`src/rtl/maquina_planta_if.sv`:
```
// Command/sensor bundle between the wash controller and the washing-machine plant.
// master: controller side (drives valve/agitate/spin, reads sensors and status).
// slave:  plant side (reads commands, drives cheio/tempo/secar, nivel, estado, erro).
interface maquina_planta_if #(
    parameter int W = 8
);
    logic         valvula_agua;
    logic         modo_agitar;
    logic         modo_girar;
    logic         cheio;
    logic         tempo;
    logic         secar;
    logic [W-1:0] nivel;
    logic [1:0]   estado;
    logic         erro;

    modport master (
        output valvula_agua, modo_agitar, modo_girar,
        input  cheio, tempo, secar, nivel, estado, erro
    );

    modport slave (
        input  valvula_agua, modo_agitar, modo_girar,
        output cheio, tempo, secar, nivel, estado, erro
    );
endinterface

```
`src/rtl/maquina_planta.sv`:
```
// Washing-machine plant model: water level, agitation timer and spin/drain cycle.
// Latency: one cycle, every output is registered and reflects the command sampled at that edge.
// Backpressure: none; commands are sampled every edge, and illegal combinations freeze state and set erro.
// Ports: clock, reset_n (async active-low), io_planta (slave: commands in, cheio/tempo/secar/nivel/estado/erro out).
module maquina_planta #(
    parameter int W         = 8,
    parameter int NIVEL_MAX = 15,
    parameter int TW        = 16,
    parameter int T_AGITAR  = 20,
    parameter int T_GIRAR   = 10
) (
    input  logic             clock,
    input  logic             reset_n,
    maquina_planta_if.slave  io_planta
);
    typedef enum logic [1:0] {
        OCIOSO        = 2'd0,
        ENCHENDO      = 2'd1,
        AGITANDO      = 2'd2,
        CENTRIFUGANDO = 2'd3
    } estado_t;

    localparam logic [W-1:0] L_NIVEL_MAX = W'(NIVEL_MAX);
    localparam logic [TW:0]  L_T_AG_EXT  = (TW+1)'(T_AGITAR);
    localparam logic [TW:0]  L_T_GI_EXT  = (TW+1)'(T_GIRAR);

    estado_t       r_estado;
    logic [W-1:0]  r_nivel;
    logic [TW-1:0] r_cnt_ag;
    logic [TW-1:0] r_cnt_gi;
    logic          r_cheio;
    logic          r_tempo;
    logic          r_secar;
    logic          r_erro;

    estado_t       w_estado_nx;
    logic [W-1:0]  w_nivel_nx;
    logic [TW-1:0] w_cnt_ag_nx;
    logic [TW-1:0] w_cnt_gi_nx;
    logic          w_cheio_nx;
    logic          w_tempo_nx;
    logic          w_secar_nx;
    logic          w_erro_nx;
    logic          w_ilegal;
    logic [TW:0]   w_ag_inc;
    logic [TW:0]   w_gi_inc;

    // More than one actuator command at once is a protocol violation.
    assign w_ilegal = (io_planta.valvula_agua & io_planta.modo_agitar) |
                      (io_planta.valvula_agua & io_planta.modo_girar)  |
                      (io_planta.modo_agitar  & io_planta.modo_girar);

    // One extra bit so the increment never wraps before the saturation compare.
    assign w_ag_inc = {1'b0, r_cnt_ag} + (TW+1)'(1);
    assign w_gi_inc = {1'b0, r_cnt_gi} + (TW+1)'(1);

    // State register (mode plus the plant's physical state).
    always_ff @(posedge clock or negedge reset_n) begin
        if (!reset_n) begin
            r_estado <= OCIOSO;
            r_nivel  <= '0;
            r_cnt_ag <= '0;
            r_cnt_gi <= '0;
            r_cheio  <= 1'b0;
            r_tempo  <= 1'b0;
            r_secar  <= 1'b0;
            r_erro   <= 1'b0;
        end else begin
            r_estado <= w_estado_nx;
            r_nivel  <= w_nivel_nx;
            r_cnt_ag <= w_cnt_ag_nx;
            r_cnt_gi <= w_cnt_gi_nx;
            r_cheio  <= w_cheio_nx;
            r_tempo  <= w_tempo_nx;
            r_secar  <= w_secar_nx;
            r_erro   <= w_erro_nx;
        end
    end

    // Next mode: follows the single active command; an illegal edge holds the mode.
    always_comb begin
        w_estado_nx = r_estado;
        if (!w_ilegal) begin
            if (io_planta.valvula_agua)     w_estado_nx = ENCHENDO;
            else if (io_planta.modo_agitar) w_estado_nx = AGITANDO;
            else if (io_planta.modo_girar)  w_estado_nx = CENTRIFUGANDO;
            else                            w_estado_nx = OCIOSO;
        end
    end

    // Plant response for the mode entered at this edge.
    always_comb begin
        w_nivel_nx  = r_nivel;
        w_cnt_ag_nx = r_cnt_ag;
        w_cnt_gi_nx = r_cnt_gi;
        w_tempo_nx  = r_tempo;
        w_secar_nx  = r_secar;
        w_erro_nx   = r_erro;
        w_cheio_nx  = r_cheio;
        if (w_ilegal) begin
            w_erro_nx = 1'b1;
        end else begin
            case (w_estado_nx)
                OCIOSO: begin
                    w_cnt_ag_nx = '0;
                    w_cnt_gi_nx = '0;
                    w_tempo_nx  = 1'b0;
                    w_secar_nx  = 1'b0;
                end
                ENCHENDO: begin
                    if (r_nivel < L_NIVEL_MAX) w_nivel_nx = r_nivel + W'(1);
                    else                       w_nivel_nx = L_NIVEL_MAX;
                    w_cnt_ag_nx = '0;
                    w_cnt_gi_nx = '0;
                    w_tempo_nx  = 1'b0;
                end
                AGITANDO: begin
                    // secar is pre-armed here so the controller sees it set on entering spin.
                    if (w_ag_inc >= L_T_AG_EXT) begin
                        w_cnt_ag_nx = L_T_AG_EXT[TW-1:0];
                        w_tempo_nx  = 1'b1;
                        w_secar_nx  = 1'b1;
                    end else begin
                        w_cnt_ag_nx = w_ag_inc[TW-1:0];
                    end
                    w_cnt_gi_nx = '0;
                    if (r_nivel == '0) w_erro_nx = 1'b1;
                end
                default: begin
                    if (r_nivel != '0) w_nivel_nx = r_nivel - W'(1);
                    if (w_gi_inc >= L_T_GI_EXT) w_cnt_gi_nx = L_T_GI_EXT[TW-1:0];
                    else                        w_cnt_gi_nx = w_gi_inc[TW-1:0];
                    w_cnt_ag_nx = '0;
                    w_tempo_nx  = 1'b0;
                    // Spin ends only once both the minimum time has passed and the tank is empty.
                    w_secar_nx  = !((w_gi_inc >= L_T_GI_EXT) && (w_nivel_nx == '0));
                end
            endcase
            w_cheio_nx = (w_nivel_nx == L_NIVEL_MAX);
        end
    end

    assign io_planta.nivel  = r_nivel;
    assign io_planta.estado = r_estado;
    assign io_planta.cheio  = r_cheio;
    assign io_planta.tempo  = r_tempo;
    assign io_planta.secar  = r_secar;
    assign io_planta.erro   = r_erro;
endmodule

```
`src/flat_wrapper.sv`:
```
// flat-port wrapper written by rule: the top's interface ports become plain ports
module maquina_planta_flat 
#(
    parameter int W         = 8,
    parameter int NIVEL_MAX = 15,
    parameter int TW        = 16,
    parameter int T_AGITAR  = 20,
    parameter int T_GIRAR   = 10
)
  (clock, reset_n, io_planta_valvula_agua, io_planta_modo_agitar, io_planta_modo_girar, io_planta_cheio, io_planta_tempo, io_planta_secar, io_planta_nivel, io_planta_estado, io_planta_erro);
  maquina_planta_if #(.W(W)) io_planta_i ();
  input  logic clock;
  input  logic reset_n;
  input wire logic [$bits(io_planta_i.valvula_agua)-1:0] io_planta_valvula_agua;
  input wire logic [$bits(io_planta_i.modo_agitar)-1:0] io_planta_modo_agitar;
  input wire logic [$bits(io_planta_i.modo_girar)-1:0] io_planta_modo_girar;
  output wire logic [$bits(io_planta_i.cheio)-1:0] io_planta_cheio;
  output wire logic [$bits(io_planta_i.tempo)-1:0] io_planta_tempo;
  output wire logic [$bits(io_planta_i.secar)-1:0] io_planta_secar;
  output wire logic [$bits(io_planta_i.nivel)-1:0] io_planta_nivel;
  output wire logic [$bits(io_planta_i.estado)-1:0] io_planta_estado;
  output wire logic [$bits(io_planta_i.erro)-1:0] io_planta_erro;
  assign io_planta_i.valvula_agua = io_planta_valvula_agua;
  assign io_planta_i.modo_agitar = io_planta_modo_agitar;
  assign io_planta_i.modo_girar = io_planta_modo_girar;
  assign io_planta_cheio = io_planta_i.cheio;
  assign io_planta_tempo = io_planta_i.tempo;
  assign io_planta_secar = io_planta_i.secar;
  assign io_planta_nivel = io_planta_i.nivel;
  assign io_planta_estado = io_planta_i.estado;
  assign io_planta_erro = io_planta_i.erro;
  maquina_planta #(.W(W), .NIVEL_MAX(NIVEL_MAX), .TW(TW), .T_AGITAR(T_AGITAR), .T_GIRAR(T_GIRAR)) u_core (.clock(clock), .reset_n(reset_n), .io_planta(io_planta_i));
endmodule
```
`config.mk`:
```
export PLATFORM = sky130hd
export DESIGN_NAME = maquina_planta_flat
export DESIGN_NICKNAME = d
export VERILOG_FILES = /design/src/rtl/maquina_planta_if.sv /design/src/rtl/maquina_planta.sv /design/src/flat_wrapper.sv
export SDC_FILE = /design/constraint.sdc
export NUM_CORES = 1
export LEC_CHECK = 0
export ABC_AREA = 1
export CAP_MARGIN = 40
export CORE_UTILIZATION = 60
export CTS_BUF_LIST = sky130_fd_sc_hd__clkbuf_16
export CTS_CLUSTER_SIZE = 30
export DETAILED_ROUTE_END_ITERATION = 12
export PLACE_DENSITY_LB_ADDON = 0.15
export SYNTH_ARGS = -nofsm -noshare
export SYNTH_HDL_FRONTEND = slang
export SYNTH_SLANG_ARGS = --single-unit
```
`constraint.sdc`:
```
create_clock -name clock -period 1.95 [get_ports clock]
set_input_delay 0.39 -clock clock [delete_from_list [all_inputs] [get_ports clock]]
set_output_delay 0.39 -clock clock [all_outputs]
set_load 0.03 [all_outputs]
```
== Yosys cells after proc, flatten, opt, wreduce, memory -nomap -nowiden ==
Index checks and enable logic that the tools add are counted.

* Add/sub/neg operators: 4
* $lt $le $gt $ge: 3
* Equality and inequality tests: 4
* Muxes and demuxes: 20
* Bitwise gates (word level): 7
* Reductions and logical operators: 13

{| class="wikitable"
|+ Operators by type and width
! cell !! count
|-
| 2-to-1 mux 16 bit || 4
|-
| 2-to-1 mux 8 bit || 5
|-
| adder 16 x 1 -> 17 bit (second input constant) || 2
|-
| greater-or-equal comparator 17 x 4 -> 1 bit (second input constant) || 1
|-
| greater-or-equal comparator 17 x 5 -> 1 bit (second input constant) || 1
|-
| zero test 8 bit || 2
|-
| case mux 8 bit (2 select lines) || 1
|-
| adder 8 x 1 -> 8 bit (second input constant) || 1
|-
| == test 8 x 4 -> 1 bit (second input constant) || 1
|-
| < comparator 8 x 4 -> 1 bit (second input constant) || 1
|-
| 2-to-1 mux 2 bit || 4
|-
| nonzero test 8 bit || 1
|-
| subtractor 8 x 1 -> 8 bit (second input constant) || 1
|-
| 2-to-1 mux 1 bit || 5
|-
| AND reduction 2 bit || 2
|-
| nonzero test 2 bit || 2
|-
| AND 1 bit || 3
|-
| case mux 1 bit (3 select lines) || 1
|-
| AND reduction 3 bit || 1
|-
| OR reduction 3 bit || 1
|-
| == test 2 x 1 -> 1 bit (second input constant) || 1
|-
| == test 2 bit (second input constant) || 1
|-
| zero test 2 bit || 1
|-
| != test 2 x 1 -> 1 bit (second input constant) || 1
|-
| 5 further kinds || 7
|}

* Flip-flop bits (word level): 46
* Output and inout bits: 14
* Word-level logic and storage cells: 59

== Longest topological paths before layout ==
* Depth after elaboration: 12
* Depth in mapped cells: 14
* Depth with buffers taken out: 14

== Least setup slack after synthesis ==
No wires, ideal clock.

* Kind: reg2reg
* Start: reg u_core.r_nivel[0], in the netlist u_core.io_planta.nivel[0]
* End: reg u_core.r_cheio, in the netlist u_core.io_planta.cheio
* Arrival: 1.852 ns
* Path slack: 0.033 ns
* Cell stages (with the launch flop): 11
* Path buffers: 0
* Period minus slack after synthesis: 1.917 ns
* Cells stage by stage: dfrtp_1 -> inv_1 -> ha_1 -> or2_2 -> a21oi_1 -> nand2_1 -> nand3_1 -> nand3_1 -> nor2_1 -> nand2_1 -> nand2_1

* Longest elaborated chain between the ends: 7
* Elaborated cells between the ends (all ways): 11
* Those cells by class: add/sub (2); order compare (1); eq/ne (1); mux (6); reduce/logical (1)

{| class="wikitable"
|+ RTL lines
! element !! line !! RTL
|-
| start: declaration || maquina_planta.sv:28 || <nowiki>logic [W-1:0] r_nivel;</nowiki>
|-
| start signal: assignment || maquina_planta.sv:70 || <nowiki>r_nivel <= w_nivel_nx;</nowiki>
|-
| subtractor 8 x 1 -> 8 bit / nonzero test 8 bit (equally long branches) || maquina_planta.sv:130 || <nowiki>if (r_nivel != '0) w_nivel_nx = r_nivel - W'(1);</nowiki>
|-
| 2-to-1 mux 8 bit || maquina_planta.sv:130 ||
|-
| 2-to-1 mux 8 bit || maquina_planta.sv:103 || <nowiki>case (w_estado_nx)</nowiki>
|-
| 2-to-1 mux 8 bit || maquina_planta.sv:100 || <nowiki>if (w_ilegal) begin</nowiki>
|-
| case mux 8 bit (2 select lines) * || maquina_planta.sv:103 ||
|-
| 2-to-1 mux 8 bit * || maquina_planta.sv:100 ||
|-
| == test 8 x 4 -> 1 bit * || maquina_planta.sv:139 || <nowiki>w_cheio_nx = (w_nivel_nx == L_NIVEL_MAX);</nowiki>
|-
| end signal: assignment || maquina_planta.sv:73 || <nowiki>r_cheio <= w_cheio_nx;</nowiki>
|-
| end: declaration || maquina_planta.sv:31 || <nowiki>logic r_cheio;</nowiki>
|}

Every way passes the cells marked *; elsewhere a longest branch is shown, timed or not. The select of a mux whose other input is x is not followed.
A chain may end at the register's enable or synchronous reset.

== Worst setup path after layout ==
* Start: reg u_core.r_cnt_gi[0]
* End: reg u_core.r_cnt_gi[0]

* Longest elaborated chain between the ends: 4

{| class="wikitable"
|+ RTL lines
! element !! line !! RTL
|-
| start: declaration || maquina_planta.sv:30 || <nowiki>logic [TW-1:0] r_cnt_gi;</nowiki>
|-
| start signal: assignment || maquina_planta.sv:72 || <nowiki>r_cnt_gi <= w_cnt_gi_nx;</nowiki>
|-
| adder 16 x 1 -> 17 bit * || maquina_planta.sv:55 || <nowiki>assign w_gi_inc = {1'b0, r_cnt_gi} + (TW+1)'(1);</nowiki>
|-
| greater-or-equal comparator 17 x 4 -> 1 bit || maquina_planta.sv:131 || <nowiki>if (w_gi_inc >= L_T_GI_EXT) w_cnt_gi_nx = L_T_GI_EXT[TW-1:0];</nowiki>
|-
| 2-to-1 mux 16 bit * || maquina_planta.sv:131 ||
|-
| 2-to-1 mux 16 bit * || maquina_planta.sv:103 ||
|}

Every way passes the cells marked *; elsewhere a longest branch is shown, timed or not.

==> flow_summary_export.csv <==
group,metric,value,unit
final_layout,fin_util,78.7,%
placement,port_buffers,18,
worst_setup_path,path_delay_family,"simple AND/OR/NAND/NOR gates",
grt,busiest_layer,"met2",
timing,final-setup-viol-count,0,
placement,dp_hpwl,5.13,mm
route,drt_iter0_markers,222,
floorplan,rows,25,
yosys,synth_xor_area_share,2.85,%
worst_setup_path,cp_slowest_cell,"dfrtp_1",
grt,use_met2,47.6,%
grt,grt_pass1_vias,2683,
timing,period_share,96.8,%
floorplan,die_area,0.00541,mm²
timing,max_freq,0.530,GHz
power,power.share.clock,22.1,%
yosys,synth_compound_area_share,7.75,%
route,finalWirelength,7.25,mm
worst_setup_path,path_max_fanout,4,
final_layout,final_layout_size_suffix_gt1_share,17.1,%
power,p_switching,1.52,mW
worst_setup_path,cpPeakStageDelay,0.41,ns
grt,met1_usage,36.2,%
cts,ctsHoldBuffers,0,
power,leakage,1.91,nW
yosys,netlist_area,0.00307,mm²
cts,cts_tree,"built",
cts,cts_sinks,46,
run_status,status,"completed",
placement,post_dp_cell_area,0.00349,mm²
route,dr.pass1.iters,5,
grt,grt_usage,27.9,%
yosys,ys_types,33,
yosys,synthAdderAreaFrac,2.04,%
placement,place.gp.congestion,0.896,
yosys,ys.flop_type,"dfrtp_1",
route,num_vias,3002,
worst_setup_path,cp.depth,12,
worst_setup_path,path_buf_inv,2,
worst_setup_path,start_kind,"flip-flop",
final_layout,stdcell_area,0.00379,mm²
power,swShare,40.7,%
placement,dp_slack,-0.229,ns
power,combPwrFrac,46.6,%
timing,final-hold-violation-count,0,
timing,drv_slew,0,
final_layout,mostFrequentLayoutCell,"nand2_1",
timing,grt_setup_unrepaired,"yes",
timing,worst_clock_skew,0.00621,ns
power,pwr-share-seq,31.3,%
timing,setup_slack,0.0623,ns
floorplan,io_pins,19,
power,power.total,3.72,mW
power,ir_drop,0.568,mV
cts,htreeDepth,2,
yosys,yosysSeqAreaShare,37.5,%
grt,grt_pass1_wl,11.5,mm
worst_setup_path,crit_type,"reg -> reg",
route,final_antenna_net_count,0,
timing,worst_pin_slew,0.589,ns
yosys,ys_async_sr_fraction,100,%
cts,cts_made_buffers,5,
worst_setup_path,worst_ep_arrival_time,2.10,ns
final_layout,antenna-diode-count,0,
worst_setup_path,worstPathRequired,2.16,ns
cts,clockBufferDepth,2,
grt,overflow,0,
flow_run,max_cap_violations,0,
yosys,syn_nets,464,
cts,cts.clk_slew.worst_paths,0.07,ns
min_path,hp-class,"in -> async",
timing,whs,0.178,ns
yosys,synth_cells,454,
route,via_per_inst,5.28,
cts,insertion_delay,0.29,ns
yosys,ys_ff_latch,46,
cts,cts_root_buffer,"clkbuf_16",
timing,period_needed,1.89,ns
yosys,synth_top_family_by_area,"simple AND/OR/NAND/NOR gates",
grt,grt_max_degree,47,
worst_setup_path,reg2regPathDepth,12,
floorplan,initial_utilization,63.7,%
yosys,yosys.area_share.simple,39.7,%
final_layout,layout_common_cells,"nand2_1, inv_1, dfrtp_1",
floorplan,fp.dieH,73.5,µm
final_layout,nets,511,
grt,antenna_found_initial,0,
floorplan,core_area,0.00482,mm²
worst_setup_path,end_kind,"flip-flop",
yosys,muxShareOfSynthArea,0.326,%
timing,max_slew_margin,60.7,%
yosys,yosysWarnings,0,
worst_setup_path,crit_chain,"ha_4 -> nand2_2 -> nor2_4 -> buf_4 -> nand4_1 -> nand2_1 -> nor2_1 -> nand2_1 -> nor2_2 -> nand3_2 -> buf_4 -> o22ai_1",
worst_setup_path,ff2ff_setup_slack,0.06,ns
floorplan,die_w,73.5,µm
yosys,syn_avg_cell_area,6.76,µm²
power,internal_power,2.20,mW
route,routedWlPerCell,12.7,µm
route,route.detailed.drc,0,
grt,use_met3,4.53,%
yosys,synth_edf_count,0,
final_layout,synthToLayoutAreaGrowth,23.6,%
power,powerDensity,981,mW/mm²
final timing paths:
kind	from	endpoint
min in group clock	u_core.io_planta.erro	u_core.io_planta.erro
hold reg to reg	u_core.io_planta.erro	u_core.io_planta.erro
max in group asynchronous	reset_n	u_core.r_cnt_gi[9]
setup reg to reg	u_core.r_cnt_gi[0]	u_core.r_cnt_gi[0]
setup / recovery	u_core.r_cnt_gi[0]	u_core.r_cnt_gi[0]
hold / removal	reset_n	u_core.r_cnt_gi[0]
metal layers:
layer  routed length (µm)  share of wire [%]
met1                 3290                 45
met2                 3520                 49
met3                  286                3.9
met4                  160                2.2
met5                    0                  0
synth_stat cells (5+ instances only):
cell	n	area (µm²)
nand2_1	142	533
inv_1	70	263
dfrtp_1	46	1150
nor2_1	45	169
nand3_1	40	200
o21ai_0	16	80.1
nand4_1	15	93.8
nor2_2	11	68.8
o21ai_1	7	35.0
xor2_1	7	61.3
ha_1	5	62.6
nand2_2	5	31.3
nor2_4	5	56.3
power groups by stage:
stage / Clock (mW) / Combinational [mW] / Sequential [mW]
2_1_floorplan: 0 / 0.797 / 1.37
3_3_place_gp: 0 / 1.52 / 1.17
3_5_place_dp: 0 / 1.56 / 1.17
4_1_cts: 0.842 / 1.56 / 1.15
5_1_grt: 0.873 / 1.89 / 1.18
6_report: 0.823 / 1.73 / 1.16
logic make-up after synthesis:
| group | Yosys count |
|---|---|
| and+or+nand+nor | 272 |
| buffers and inverters | 79 |
| DFF | 46 |
| AOI/OAI and AO/OA | 41 |
| xor gates and xnor gates | 10 |
| adders and majority gates | 5 |
| muxes | 1 |
state kept, by name (all words and copies together) (netlist names):
| signal | flops |
|---|---|
| u_core.r_cnt_ag | 16 |
| u_core.r_cnt_gi | 16 |
| u_core.io_planta.nivel | 8 |
| u_core.io_planta.estado | 2 |
| u_core.io_planta.cheio | 1 |
| u_core.io_planta.erro | 1 |
| u_core.io_planta.secar | 1 |
| u_core.io_planta.tempo | 1 |
cell type report:
| cell class | count | area, µm² |
|---|---|---|
| Clock inverter | 3 | 12.5 |
| Multi-Input combinational cell | 329 | 1760 |
| Sequential cell | 46 | 1150 |
| Tap cell | 67 | 83.8 |
| Inverter | 74 | 280 |
| Fill cell | 377 | 1020 |
| Clock buffer | 5 | 125 |
| Timing Repair Buffer | 45 | 380 |
through the flow:
stage | std cells | TNS, ns
global placement | 558 | -1.75
CTS | 566 | 0
detailed placement | 558 | -3.02
floorplan | 454 | 0
global route | 569 | -0.00208
finish | 569 | 0
worst register-to-register path, cell delays in order (launching register included):
cell     delay (ns)
dfrtp_1        0.41
ha_4           0.18
nand2_2        0.11
nor2_4         0.07
buf_4          0.14
nand4_1        0.11
nand2_1        0.07
nor2_1         0.12
nand2_1        0.08
nor2_2         0.10
nand3_2        0.14
buf_4          0.17
o22ai_1        0.10
what timing repair did:
item,4_1_cts,5_1_grt
setup endpoints to repair,0,14
resized for setup,0,34
setup buffers,0,3
(Power assumes the default switching activity.)
